### src/rtl/addsub_serial.sv
// addsub_serial: multi-cycle two's complement adder/subtracter.
// Walks a WIDTH-bit operand pair CHUNK bits per cycle, LSB chunk first,
// and keeps the ripple carry in a register between cycles. A valid/ready
// handshake is used on both sides. The result is reported with carry,
// signed-overflow and zero flags.
module addsub_serial #(
  parameter int WIDTH = 32,
  parameter int CHUNK = 8
) (
  input  logic             clock,
  input  logic             reset,
  input  logic             in_valid,
  output logic             in_ready,
  input  logic [WIDTH-1:0] data_operandA,
  input  logic [WIDTH-1:0] data_operandB,
  input  logic [4:0]       ctrl_ALUopcode,
  output logic             out_valid,
  input  logic             out_ready,
  output logic [WIDTH-1:0] data_result,
  output logic             carry_out,
  output logic             overflow,
  output logic             zero
);

  localparam int N  = WIDTH / CHUNK;
  localparam int CW = (N > 1) ? $clog2(N) : 1;
  localparam int BW = (WIDTH > 1) ? $clog2(WIDTH) : 1;

  // Reject a chunk size that does not tile the operand exactly.
  generate
    if ((CHUNK < 1) || (CHUNK > WIDTH) || ((WIDTH % CHUNK) != 0)) begin : g_bad_cfg
      $error("addsub_serial: WIDTH must be a positive multiple of CHUNK");
    end
  endgenerate

  typedef enum logic [1:0] {IDLE, RUN, DONE} state_t;

  // Captured request. b holds the operand already inverted for subtraction.
  typedef struct packed {
    logic [WIDTH-1:0] a;
    logic [WIDTH-1:0] b;
  } opnd_t;

  state_t          state_q;
  opnd_t           op_q;
  logic            cy_q;
  logic [CW-1:0]   cnt_q;

  logic [BW-1:0]    base;
  logic [CHUNK-1:0] a_chk;
  logic [CHUNK-1:0] b_chk;
  logic [CHUNK-1:0] s_chk;
  logic             c_chk;
  logic             last;
  logic             ovf_next;
  logic [WIDTH-1:0] res_next;

  // Opcode bits [4:1] carry no meaning for this block.
  logic unused_opc;
  assign unused_opc = ^ctrl_ALUopcode[4:1];

  // One chunk of the ripple add, plus the result with this chunk merged in.
  always_comb begin
    base     = BW'(int'(cnt_q) * CHUNK);
    a_chk    = op_q.a[base +: CHUNK];
    b_chk    = op_q.b[base +: CHUNK];
    {c_chk, s_chk} = {1'b0, a_chk} + {1'b0, b_chk} + (CHUNK+1)'(cy_q);
    res_next = data_result;
    res_next[base +: CHUNK] = s_chk;
    last     = (cnt_q == CW'(N - 1));
    // Same-sign inputs with a differently-signed result overflowed.
    ovf_next = (op_q.a[WIDTH-1] == op_q.b[WIDTH-1]) &&
               (s_chk[CHUNK-1] != op_q.a[WIDTH-1]);
  end

  // Control FSM. All outputs are registered here.
  always_ff @(posedge clock) begin
    if (reset) begin
      state_q     <= IDLE;
      op_q        <= '0;
      cy_q        <= 1'b0;
      cnt_q       <= '0;
      in_ready    <= 1'b1;
      out_valid   <= 1'b0;
      data_result <= '0;
      carry_out   <= 1'b0;
      overflow    <= 1'b0;
      zero        <= 1'b0;
    end else begin
      case (state_q)
        IDLE: begin
          if (in_valid && in_ready) begin
            // Subtraction is A + ~B + 1, so the +1 enters as the first carry.
            op_q.a   <= data_operandA;
            op_q.b   <= ctrl_ALUopcode[0] ? ~data_operandB : data_operandB;
            cy_q     <= ctrl_ALUopcode[0];
            cnt_q    <= '0;
            in_ready <= 1'b0;
            state_q  <= RUN;
          end
        end
        RUN: begin
          data_result <= res_next;
          cy_q        <= c_chk;
          cnt_q       <= cnt_q + CW'(1);
          if (last) begin
            carry_out <= c_chk;
            overflow  <= ovf_next;
            zero      <= (res_next == '0);
            out_valid <= 1'b1;
            cnt_q     <= '0;
            state_q   <= DONE;
          end
        end
        DONE: begin
          // Hold the result until the consumer takes it.
          if (out_ready) begin
            out_valid <= 1'b0;
            in_ready  <= 1'b1;
            state_q   <= IDLE;
          end
        end
        default: begin
          state_q <= IDLE;
        end
      endcase
    end
  end

endmodule

### config.mk
export PLATFORM = sky130hd
export DESIGN_NAME = addsub_serial
export DESIGN_NICKNAME = d
export VERILOG_FILES = /design/src/rtl/addsub_serial.sv
export SDC_FILE = /design/constraint.sdc
export NUM_CORES = 1
export LEC_CHECK = 0
export ABC_CLOCK_PERIOD_IN_PS = 8300
export CAP_MARGIN = 20
export CORE_ASPECT_RATIO = 1.1
export CORE_MARGIN = 1
export CORE_UTILIZATION = 55
export CTS_BUF_LIST = sky130_fd_sc_hd__clkbuf_4 sky130_fd_sc_hd__clkbuf_8
export DETAILED_ROUTE_END_ITERATION = 10
export PLACE_DENSITY = 0.86
export SYNTH_ARGS = -nofsm -noshare
export SYNTH_HDL_FRONTEND = slang
export SYNTH_SLANG_ARGS = --single-unit
### constraint.sdc
create_clock -name clock -period 8.3 [get_ports clock]
set_input_delay 2.49 -clock clock [delete_from_list [all_inputs] [get_ports clock]]
set_output_delay 2.49 -clock clock [all_outputs]
set_load 0.05 [all_outputs]
==> reports/qor.csv, run 1 <==
stage;metric;value;unit
status;status;complete, but fails checks;
status;failing checks;DRC;
grt;initial antenna violation count;0;
grt;largest net degree at the start of global routing;109;
synthesis;Synth Net Count;659;
setup_path;Worst Path Arrival;4.44;ns
setup_path;crit path capture type;register;
synthesis;post-synthesis cell count;571;
route;DR WL/cell;15.98;um
clock_network;CTS tree;done;
placed_design;# port buffers;105;
route;initial drt markers;331;
pwr;Pwr Total;1139;uW
synthesis;Yosys warning total;0;
layout;Fillers;665;
clock_network;Post-CTS Setup Inserts;0;
setup_path;CP max FO;99;
layout;share of cells above drive strength 1;6.881;%
clock_network;clk sinks;106;
pwr;Lkg Pwr;0.002182;uW
synthesis;largest area contributor in the netlist;dfxtp_1;
synthesis;synthesized area;5071;sq um
route;# DRC;1;
layout;multi-input logic area;2754;sq um
sta;relative slew slack;30.01;%
clock_network;Clock Latency Late Sink;0.36;ns
clock_network;CTS Hold Buffers Added;0;
setup_path;CP required;8.49;ns
placed_design;area of placed instances;6130;sq um
clock_network;Root Buffer;clkbuf_8;
pwr;Max IR drop VDD;0.08352;mV
setup_path;CP peak stage delay;0.70;ns
placed_design;Final HPWL DP;8.747;mm
flow_run;max_cap viols;0;
synthesis;Synth top area share;41.85;%
sta;Final Hold Fails;0;
layout;nets;739;
clock_network;# resized after CTS;0;
floorplanning;die area;9609;sq um
sta;minimum clock period;4.247;ns
sta;Worst Tran Pin Value;1.050;ns
layout;Layout area overhead;24.75;%
clock_network;Max clock buf depth;2;
layout;final instance area;6326;sq um
setup_path;critical path class;in2reg;
floorplanning;Boundary Pins;110;
route;DR pass1 iterations;8;
layout;Seq. cell area;2122;sq um
grt;global route overflow;0;
sta;Max Freq;235.4;MHz
floorplanning;Core Area;8919;sq um
synthesis;sequential share of the synthesized area;41.85;%
synthesis;flops & latches, synth;106;
pwr;PwrDens;180.0;nW/um^2
sta;Worst Skew;0.01037;ns
clock_network;Reg clk slew, reported paths;0.10;ns
sta;Tcrit/Tclk final;51.17;%
synthesis;ys flop type;dfxtp_1;
setup_path;crit-path cells;clkdlybuf4s50_1, nand2_1, nor3b_2, buf_4, nor2_1, a22oi_1, o22ai_1;
grt;GRT Total Usage;26.45;%
synthesis;number of flops mapped to enable cells by yosys;0;
synthesis;post-synthesis async set-or-reset flop share;0;%
grt;vias in the first global route;4336;
floorplanning;starting density of the core;56.86;%
route;total wire length;12.27;mm
sta;Final WS setup;4.053;ns
setup_path;reg2reg start;cnt_q[1]$_SDFFE_PP0P_;
synthesis;syn_area_per_cell;8.881;sq um
setup_path;slowest CP cell;buf_4;
sta;Slew Limit Fails;0;
setup_path;CP Launch Point;in_valid;
floorplanning;die height;102.7;um
setup_path;Setup crit start kind;input pin;
route;Detail Route Antenna Nets;0;
worst_hold_path;hold path startpoint;op_q[51]$_SDFFE_PP0P_;
synthesis;Unique masters post-synth;47;
route;routed vias;4508;
setup_path;worst reg2reg setup slack;4.56;ns
floorplanning;Die W;93.56;um
clock_network;TritonCTS buffer count;9;
placed_design;pre-CTS setup slack;3.749;ns
worst_hold_path;Hold Crit Class;reg2reg;
route;vias per cell;5.870;
synthesis;synth top area cells;dfxtp_1 42%, mux4_2 7.1%, nor2_1 6.2%, xnor2_1 6.0%, nand2_1 5.8%;
floorplanning;num rows;36;
sta;post-route setup TNS;0;ns
layout;Antenna Diode Count;0;
clock_network;Max H-tree Level;3;
sta;RSZ-0062 raised after global routing;false;
placed_design;Placer Congestion;0.9420;
grt;first-pass GRT wire length;19.84;mm
sta;# setup viols final;0;
==> worst max-delay path, delay by kind of cell <==
family                 cells  cell delay (ns)
buffers and inverters      2             1.15
AND/OR/NAND/NOR            3             0.40
AO/OA/AOI/OAI              2             0.35
==> sequential cells by signal, summed over array words and instances (netlist names) <==
signal / count
op_q: 64
data_result: 32
cnt_q: 2
state_q: 2
carry_out: 1
cy_q: 1
in_ready: 1
out_valid: 1
overflow: 1
zero: 1
==> synth_stat cells (all sizes together) (2+ instances only) <==
library cell  count
a211oi           36
a21oi            49
a22oi            32
a31oi             2
and2              2
buf              11
clkbuf           28
dfxtp           106
fa                2
ha               13
inv              12
mux2i             4
mux4             16
nand2            79
nand2b            4
nand3             3
nand3b            2
nor2             85
nor2b             5
nor3              7
nor3b             2
nor4              8
o21a              4
o21ai             5
o21bai            2
o22ai             2
xnor2            35
==> final cells by class <==
cell class | instances | share of cell area (%)
multi-input cells | 414 | 43.53
flip-flops and latches | 106 | 33.54
well taps | 114 | 2.255
clock buffers | 12 | 2.512
repair buffers | 108 | 16.85
inverters | 12 | 0.7120
clock inverters | 2 | 0.5934
==> kinds of logic after synthesis <==
logic type	synth area share, %
buffers and inverters	3.947
muxes	7.896
xor gates and xnor gates	6.366
adders and majority gates	3.997
AOI/OAI and AO/OA	18.58
and+or+nand+nor	17.37
DFF	41.85
==> report_power, final <==
group          total (uW)  switching [uW]  internal (uW)  leakage [uW]
Combinational         264             151            114       0.00122
Sequential            557            18.1            538      0.000865
Clock                 318             162            156     0.0000980
==> final timing paths <==
check | depth (start not counted) | end
setup / recovery | 7 | cy_q$_SDFFE_PP0P_
hold / removal | 2 | op_q[51]$_SDFFE_PP0P_
setup reg to reg | 11 | zero$_SDFFE_PP0P_
hold reg to reg | 2 | op_q[51]$_SDFFE_PP0P_
==> cells in the final DEF, fill, tap and decap left out, types with 2 or more instances in the layout <==
cell,netlist,routed
a211oi_1,35,35
a21oi_1,48,48
a22oi_1,32,32
a31oi_1,2,2
and2_1,2,2
buf_4,0,4
clkbuf_8,0,11
clkdlybuf4s50_1,0,103
dfxtp_1,106,106
fa_1,2,2
ha_1,13,13
inv_1,12,12
mux2i_1,4,4
mux4_2,16,16
nand2_1,79,79
nand2b_1,4,4
nand3_1,3,3
nand3b_1,2,2
nor2_1,84,84
nor2b_1,5,5
nor3_1,4,4
nor3_2,3,3
nor4_1,8,8
o21a_1,4,4
o21ai_0,5,5
o21bai_1,2,2
o22ai_1,2,2
xnor2_1,35,35
==> routing by layer <==
metal	GRT usage [%]	up-vias	share of wire, %
li1	-	2162	-
met1	30.90	2076	40
met2	48.02	237	50
met3	4.499	33	6.5
met4	11.36	0	3.0
met5	0	-	0
==> through the flow <==
| stage | hold WS [ns] | cells | utilization [%] |
|---|---|---|---|
| final | 0.4630 | 768 | 70.93 |
| after global routing | 0.4810 | 768 | 70.93 |
| after CTS | 0.4628 | 768 | 70.93 |
| after detailed placement | 0.4469 | 754 | 68.73 |
| after global placement | 0.4403 | 754 | 68.73 |
| after floorplan | 0.4331 | 571 | - |
(Power assumes the default switching activity.)
==> inputs of run 2 (changes only) <==
Settings changed: ABC_CLOCK_PERIOD_IN_PS 8300 to 4500, CORE_UTILIZATION 55 to 53, PLACE_DENSITY 0.86 to 0.83.
Clock period 8.3 ns to 4.5 ns, I/O delays scaled along.
==> reports/qor.csv, run 2 (same netlist as run 1, synthesis figures left out) <==
stage;metric;value;unit;change
status;status;completed;;
clock_network;TritonCTS buffer count;9;;unchanged
grt;GR peak layer;met2;;
floorplanning;die area;9964;sq um;+3.7%
route;initial drt markers;264;;-20%
placed_design;Placer Congestion;0.8517;;-9.6%
worst_hold_path;hold path startpoint;op_q[57]$_SDFFE_PP0P_;;
layout;largest registers;op_q: 64 flops, data_result: 32 flops;;
floorplanning;num rows;37;;+2.8%
clock_network;Post-CTS Setup Inserts;0;;unchanged
grt;initial antenna violation count;0;;unchanged
grt;met2 usage;44.59;%;-3.4 points
setup_path;cell family with most CP delay;adder cells;;
grt;largest net degree at the start of global routing;109;;unchanged
route;vias per cell;5.724;;-2.5%
setup_path;crit-path cells;buf_4, mux4_2, fa_1, inv_1, fa_1, nand2b_1, a21oi_2, xnor2_1, o41ai_1, a31oi_1, nor3_2;;
layout;share of cells above drive strength 1;7.306;%;+0.43 points
layout;Fillers;737;;+11%
clock_network;Max H-tree Level;3;;unchanged
setup_path;crit path capture type;register;;
sta;Final Hold Fails;0;;unchanged
worst_hold_path;Hold Crit Class;reg2reg;;
placed_design;# port buffers;105;;unchanged
setup_path;CP Launch Point;cnt_q[0]$_SDFFE_PP0P_;;
setup_path;slowest CP cell;dfxtp_1;;
setup_path;Setup crit start kind;register;;
grt;global route overflow;0;;unchanged
sta;Worst Tran Pin Value;1.066;ns;+0.01635 ns
sta;Slew Limit Fails;0;;unchanged
grt;GRT Total Usage;26.18;%;-0.27 points
sta;Max Freq;274.2;MHz;
grt;first-pass GRT wire length;20.27;mm;+2.2%
setup_path;CP bufs+invs;2;;unchanged
sta;post-route setup TNS;0;ns;unchanged
pwr;Int Power;1529;uW;+89%
route;DR pass1 iterations;5;;-3
clock_network;clk sinks;106;;unchanged
layout;max FFs per register;64;;unchanged
layout;Seq. cell area;2122;sq um;unchanged
pwr;share of total power in combinational logic;22.2;%;-1.0 points
clock_network;Reg clk slew, reported paths;0.11;ns;about the same
clock_network;Root Buffer;clkbuf_8;;
flow_run;max_cap viols;0;;unchanged
sta;Tcrit/Tclk final;81.06;%;
pwr;PwrDens;342.8;nW/um^2;+90%
clock_network;Clock Latency Late Sink;0.37;ns;about the same
pwr;switching portion of total power;30.12;%;+1.1 points
route;Detail Route Antenna Nets;0;;unchanged
setup_path;CP peak stage delay;0.66;ns;-0.04 ns
route;routed vias;4430;;-1.7%
floorplanning;Boundary Pins;110;;unchanged
sta;# setup viols final;0;;unchanged
pwr;clock share of power;30.8;%;+2.9 points
sta;relative slew slack;28.92;%;-1.1 points
floorplanning;Die W;95.27;um;+1.8%
clock_network;Max clock buf depth;2;;unchanged
layout;Antenna Diode Count;0;;unchanged
floorplanning;Core Area;9305;sq um;+4.3%
floorplanning;starting density of the core;54.50;%;-2.4 points
clock_network;# resized after CTS;0;;unchanged
layout;nets;740;;+0.14%
pwr;Reg power frac;47.1;%;-1.8 points
route;# DRC;0;;-1
floorplanning;die height;104.6;um;+1.8%
grt;Global Route met3 Usage;4.658;%;+0.16 points
clock_network;CTS tree;done;;
placed_design;Final HPWL DP;8.834;mm;+1.0%
setup_path;reg2reg start;cnt_q[0]$_SDFFE_PP0P_;;
route;total wire length;12.37;mm;+0.78%
setup_path;Worst Path Arrival;3.92;ns;-0.52 ns
layout;Biggest register;op_q;;
sta;RSZ-0062 raised after global routing;false;;
pwr;NetSw;659.1;uW;+99%
route;DR WL/cell;15.98;um;about the same
sta;Worst Skew;0.01165;ns;+0.001283 ns
grt;vias in the first global route;4244;;-2.1%
pwr;Lkg Pwr;0.002210;uW;+1.3%
setup_path;CP max FO;20;;-80%
layout;multi-input logic area;2754;sq um;unchanged
sta;Hold Slack;0.4639;ns;+0.0008510 ns
setup_path;Crit path top cell by count;fa_1;;
setup_path;critical path class;reg2reg;;
pwr;Max IR drop VDD;0.2154;mV;+160%
layout;most frequent cells in the layout;106 x dfxtp_1, 103 x clkdlybuf4s50_1, 84 x nor2_1;;
sta;minimum clock period;3.648;ns;
setup_path;CP required;4.77;ns;-3.72 ns
grt;grt met1 use;32.94;%;+2.0 points
layout;Layout area overhead;25.88;%;
layout;commonest non-fill, non-tap cell in the layout;dfxtp_1;;
clock_network;CTS Hold Buffers Added;0;;unchanged
-- run 2: cell type report --
type / count / share of cell area (%)
tap: 117 / 2.293
clock inverter: 7 / 1.666
sequential: 106 / 33.24
clock buffer: 9 / 1.940
multi-input combinational: 414 / 43.14
inverter: 12 / 0.7056
timing repair buffer: 109 / 17.01
-- run 2: power groups by stage --
stage	Combinational [uW]	Clock, uW	Sequential (uW)
finish	485	673	1030
global route	529	724	1040
CTS	483	683	1030
detailed placement	480	0	1050
global placement	469	0	1050
floorplan	317	0	1050
-- run 2: through the flow --
step | cells | total power (uW) | setup WS, ns | utilization, % | area (sq um)
floorplan | 571 | 1371 | 1.123 | - | 5071
detailed placement | 758 | 1531 | 0.9287 | 66.13 | 6153
CTS | 774 | 2195 | 0.8736 | 68.60 | 6384
global placement | 758 | 1516 | 0.9633 | 66.13 | 6153
global route | 774 | 2290 | 0.6410 | 68.60 | 6384
finish | 774 | 2188 | 0.8525 | 68.60 | 6384
-- run 2: final timing paths --
check,end,slack (ns),cells after the start
worst max-delay path,zero$_SDFFE_PP0P_,0.85,11
worst min-delay path,op_q[57]$_SDFFE_PP0P_,0.46,2
worst max register to register,zero$_SDFFE_PP0P_,0.85,11
worst min register to register,op_q[57]$_SDFFE_PP0P_,0.46,2
-- run 2: worst reg2reg max path, delay by kind of cell, from the launching register on --
kind	cells	cell delay, ns
adders and majority gates	2	0.69
DFF	1	0.66
xor gates and xnor gates	1	0.64
buffers and inverters	2	0.51
AOI/OAI and AO/OA	3	0.46
muxes	1	0.37
and+or+nand+nor	2	0.22
-- run 2: per-layer routing --
metal	wire length (um)	vias to the layer above
met5	0	-
met2	6287	167
met4	220	0
li1	-	2172
met3	696	20
met1	5162	2071
==> inputs of run 3 (changes only) <==
Settings changed: ABC_CLOCK_PERIOD_IN_PS 4500 to 3650.
Clock period 4.5 ns to 3.65 ns, I/O delays scaled along.
==> reports/qor.csv, run 3 (same netlist as run 1, synthesis figures left out) <==
stage;metric;value;unit;change
setup_path;CP bufs+invs;1;;-1
pwr;Lkg Pwr;0.002186;uW;-1.1%
layout;Layout area overhead;24.94;%;
layout;share of cells above drive strength 1;7.447;%;+0.14 points
grt;first-pass GRT wire length;19.53;mm;-3.6%
clock_network;Reg clk slew, reported paths;0.10;ns;about the same
floorplanning;die height;104.6;um;unchanged
sta;Final Hold Fails;0;;unchanged
grt;initial antenna violation count;0;;unchanged
layout;Biggest register;op_q;;
clock_network;# resized after CTS;0;;unchanged
clock_network;CTS Hold Buffers Added;0;;unchanged
pwr;Max IR drop VDD;0.2020;mV;-6.2%
route;routed vias;4441;;+0.25%
placed_design;Final HPWL DP;8.732;mm;-1.2%
worst_hold_path;Hold Crit Class;reg2reg;;
clock_network;Post-CTS Setup Inserts;0;;unchanged
setup_path;worst reg2reg setup slack;0.40;ns;-0.45 ns
route;DR WL met2;5.753;mm;-8.5%
sta;# setup viols final;0;;unchanged
sta;Final WS setup;0.4022;ns;-0.4503 ns
sta;relative slew slack;29.67;%;+0.75 points
setup_path;critical path class;reg2reg;;
placed_design;Placer Congestion;0.9199;;+8.0%
layout;Seq. cell area;2122;sq um;unchanged
sta;Worst Tran Pin Value;1.055;ns;-0.01126 ns
sta;Hold Slack;0.4598;ns;-0.004101 ns
route;initial drt markers;285;;+8.0%
route;Met3 Wirelength;714;um;+2.6%
grt;GRT Total Usage;24.97;%;-1.2 points
grt;largest net degree at the start of global routing;100;;-8.3%
setup_path;CP required;3.94;ns;-0.83 ns
setup_path;CP max FO;20;;unchanged
setup_path;worst r2r path cells;9;;-2
clock_network;CTS tree;done;;
route;DR WL/cell;15.39;um;-3.7%
layout;Antenna Diode Count;0;;unchanged
floorplanning;num rows;37;;unchanged
floorplanning;Die W;95.27;um;unchanged
layout;max FFs per register;64;;unchanged
layout;multi-input logic area;2754;sq um;unchanged
floorplanning;Core Area;9305;sq um;unchanged
route;M1 WL;5.063;mm;-1.9%
sta;Worst Skew;0.01493;ns;+0.003280 ns
sta;Slew Limit Fails;0;;unchanged
worst_hold_path;Hold Path Stages;2;;unchanged
setup_path;crit path capture type;register;;
layout;commonest non-fill, non-tap cell in the layout;dfxtp_1;;
status;status;completed;;
layout;largest registers;op_q: 64 flops, data_result: 32 flops;;
setup_path;crit-path cells;buf_4, mux4_2, ha_1, o21ai_0, nor3_1, mux2i_1, o2111ai_2, nand3b_1, a311oi_1;;
route;# DRC;0;;unchanged
route;total wire length;11.93;mm;-3.6%
pwr;PwrDens;398.6;nW/um^2;+16%
layout;most frequent cells in the layout;106 x dfxtp_1, 103 x clkdlybuf4s50_1, 84 x nor2_1;;
sta;Max Freq;307.9;MHz;+12%
placed_design;pre-CTS setup slack;0.3930;ns;-0.5356 ns
grt;vias in the first global route;4299;;+1.3%
clock_network;TritonCTS buffer count;9;;unchanged
flow_run;max_cap viols;0;;unchanged
setup_path;cell family with most CP delay;multiplexers;;
grt;global route overflow;0;;unchanged
setup_path;Setup crit start kind;register;;
route;DR pass1 iterations;5;;unchanged
setup_path;CP peak stage delay;0.60;ns;-0.06 ns
route;Detail Route Antenna Nets;0;;unchanged
layout;Fillers;743;;+0.81%
sta;post-route setup TNS;0;ns;unchanged
clock_network;Max clock buf depth;2;;unchanged
floorplanning;starting density of the core;54.50;%;unchanged
clock_network;Root Buffer;clkbuf_8;;
clock_network;Clock Latency Late Sink;0.38;ns;about the same
floorplanning;die area;9964;sq um;unchanged
setup_path;slowest CP cell;mux4_2;;
clock_network;Max H-tree Level;3;;unchanged
floorplanning;Boundary Pins;110;;unchanged
clock_network;clk sinks;106;;unchanged
sta;minimum clock period;3.248;ns;-0.3997 ns
setup_path;critical path depth;9;;-2
sta;Tcrit/Tclk final;88.98;%;+7.9 points
sta;RSZ-0062 raised after global routing;false;;
layout;nets;741;;+0.14%
route;uppermost routed layer;met4;;
placed_design;# port buffers;105;;unchanged
route;vias per cell;5.730;;+0.12%
setup_path;Worst Path Arrival;3.54;ns;-0.38 ns
-- run 3: cell count changes in the layout (fill, tap and decap cells not counted), sizes merged --
cell | before | now
inv | 16 | 12
bufinv | 2 | 0
clkbuf | 9 | 11
clkinv | 1 | 3
clkinvlp | 0 | 2
buf | 6 | 7
-- run 3: metrics by stage --
step	instances	utilization [%]	power [uW]	cell area (sq um)
after floorplan	571	-	1690	5071
after global placement	759	66.21	1863	6161
after detailed placement	759	66.21	1883	6161
after CTS	775	68.09	2533	6336
after global routing	775	68.09	2636	6336
final	775	68.09	2526	6336
-- run 3: report_power, final --
group / switching [uW] / internal (uW) / total [uW] / leakage (uW)
Clock: 392 / 271 / 664 / 0.0000885
Combinational: 337 / 261 / 598 / 0.00123
Sequential: 39.7 / 1220 / 1260 / 0.000865
Total: 769 / 1760 / 2530 / 0.00219
-- run 3: cell type report --
type                            count  share of cell area, %
Multi-Input combinational cell    414                  43.46
Clock buffer                       11                  2.291
Clock inverter                      5                 0.4739
Timing Repair Buffer              110                  17.26
Sequential cell                   106                  33.49
Inverter                           12                 0.7109
Tap cell                          117                  2.310
-- run 3: worst paths after layout --
check                         from                     to
max          cnt_q[1]$_SDFFE_PP0P_  overflow$_SDFFE_PP0P_
min          op_q[57]$_SDFFE_PP0P_  op_q[57]$_SDFFE_PP0P_
max reg2reg  cnt_q[1]$_SDFFE_PP0P_  overflow$_SDFFE_PP0P_
min reg2reg  op_q[57]$_SDFFE_PP0P_  op_q[57]$_SDFFE_PP0P_
-- run 3: worst min-delay path, cell delays in order, from the launching register on --
cell and delay [ns]:
dfxtp_1 0.32, nand2_1 0.05, a21oi_1 0.05
-- run 3: per-layer routing --
metal | up-vias | global-route usage (%)
met5 | - | 0
met4 | 0 | 11.90
met3 | 27 | 3.275
met2 | 186 | 41.28
met1 | 2052 | 31.74
li1 | 2176 | -
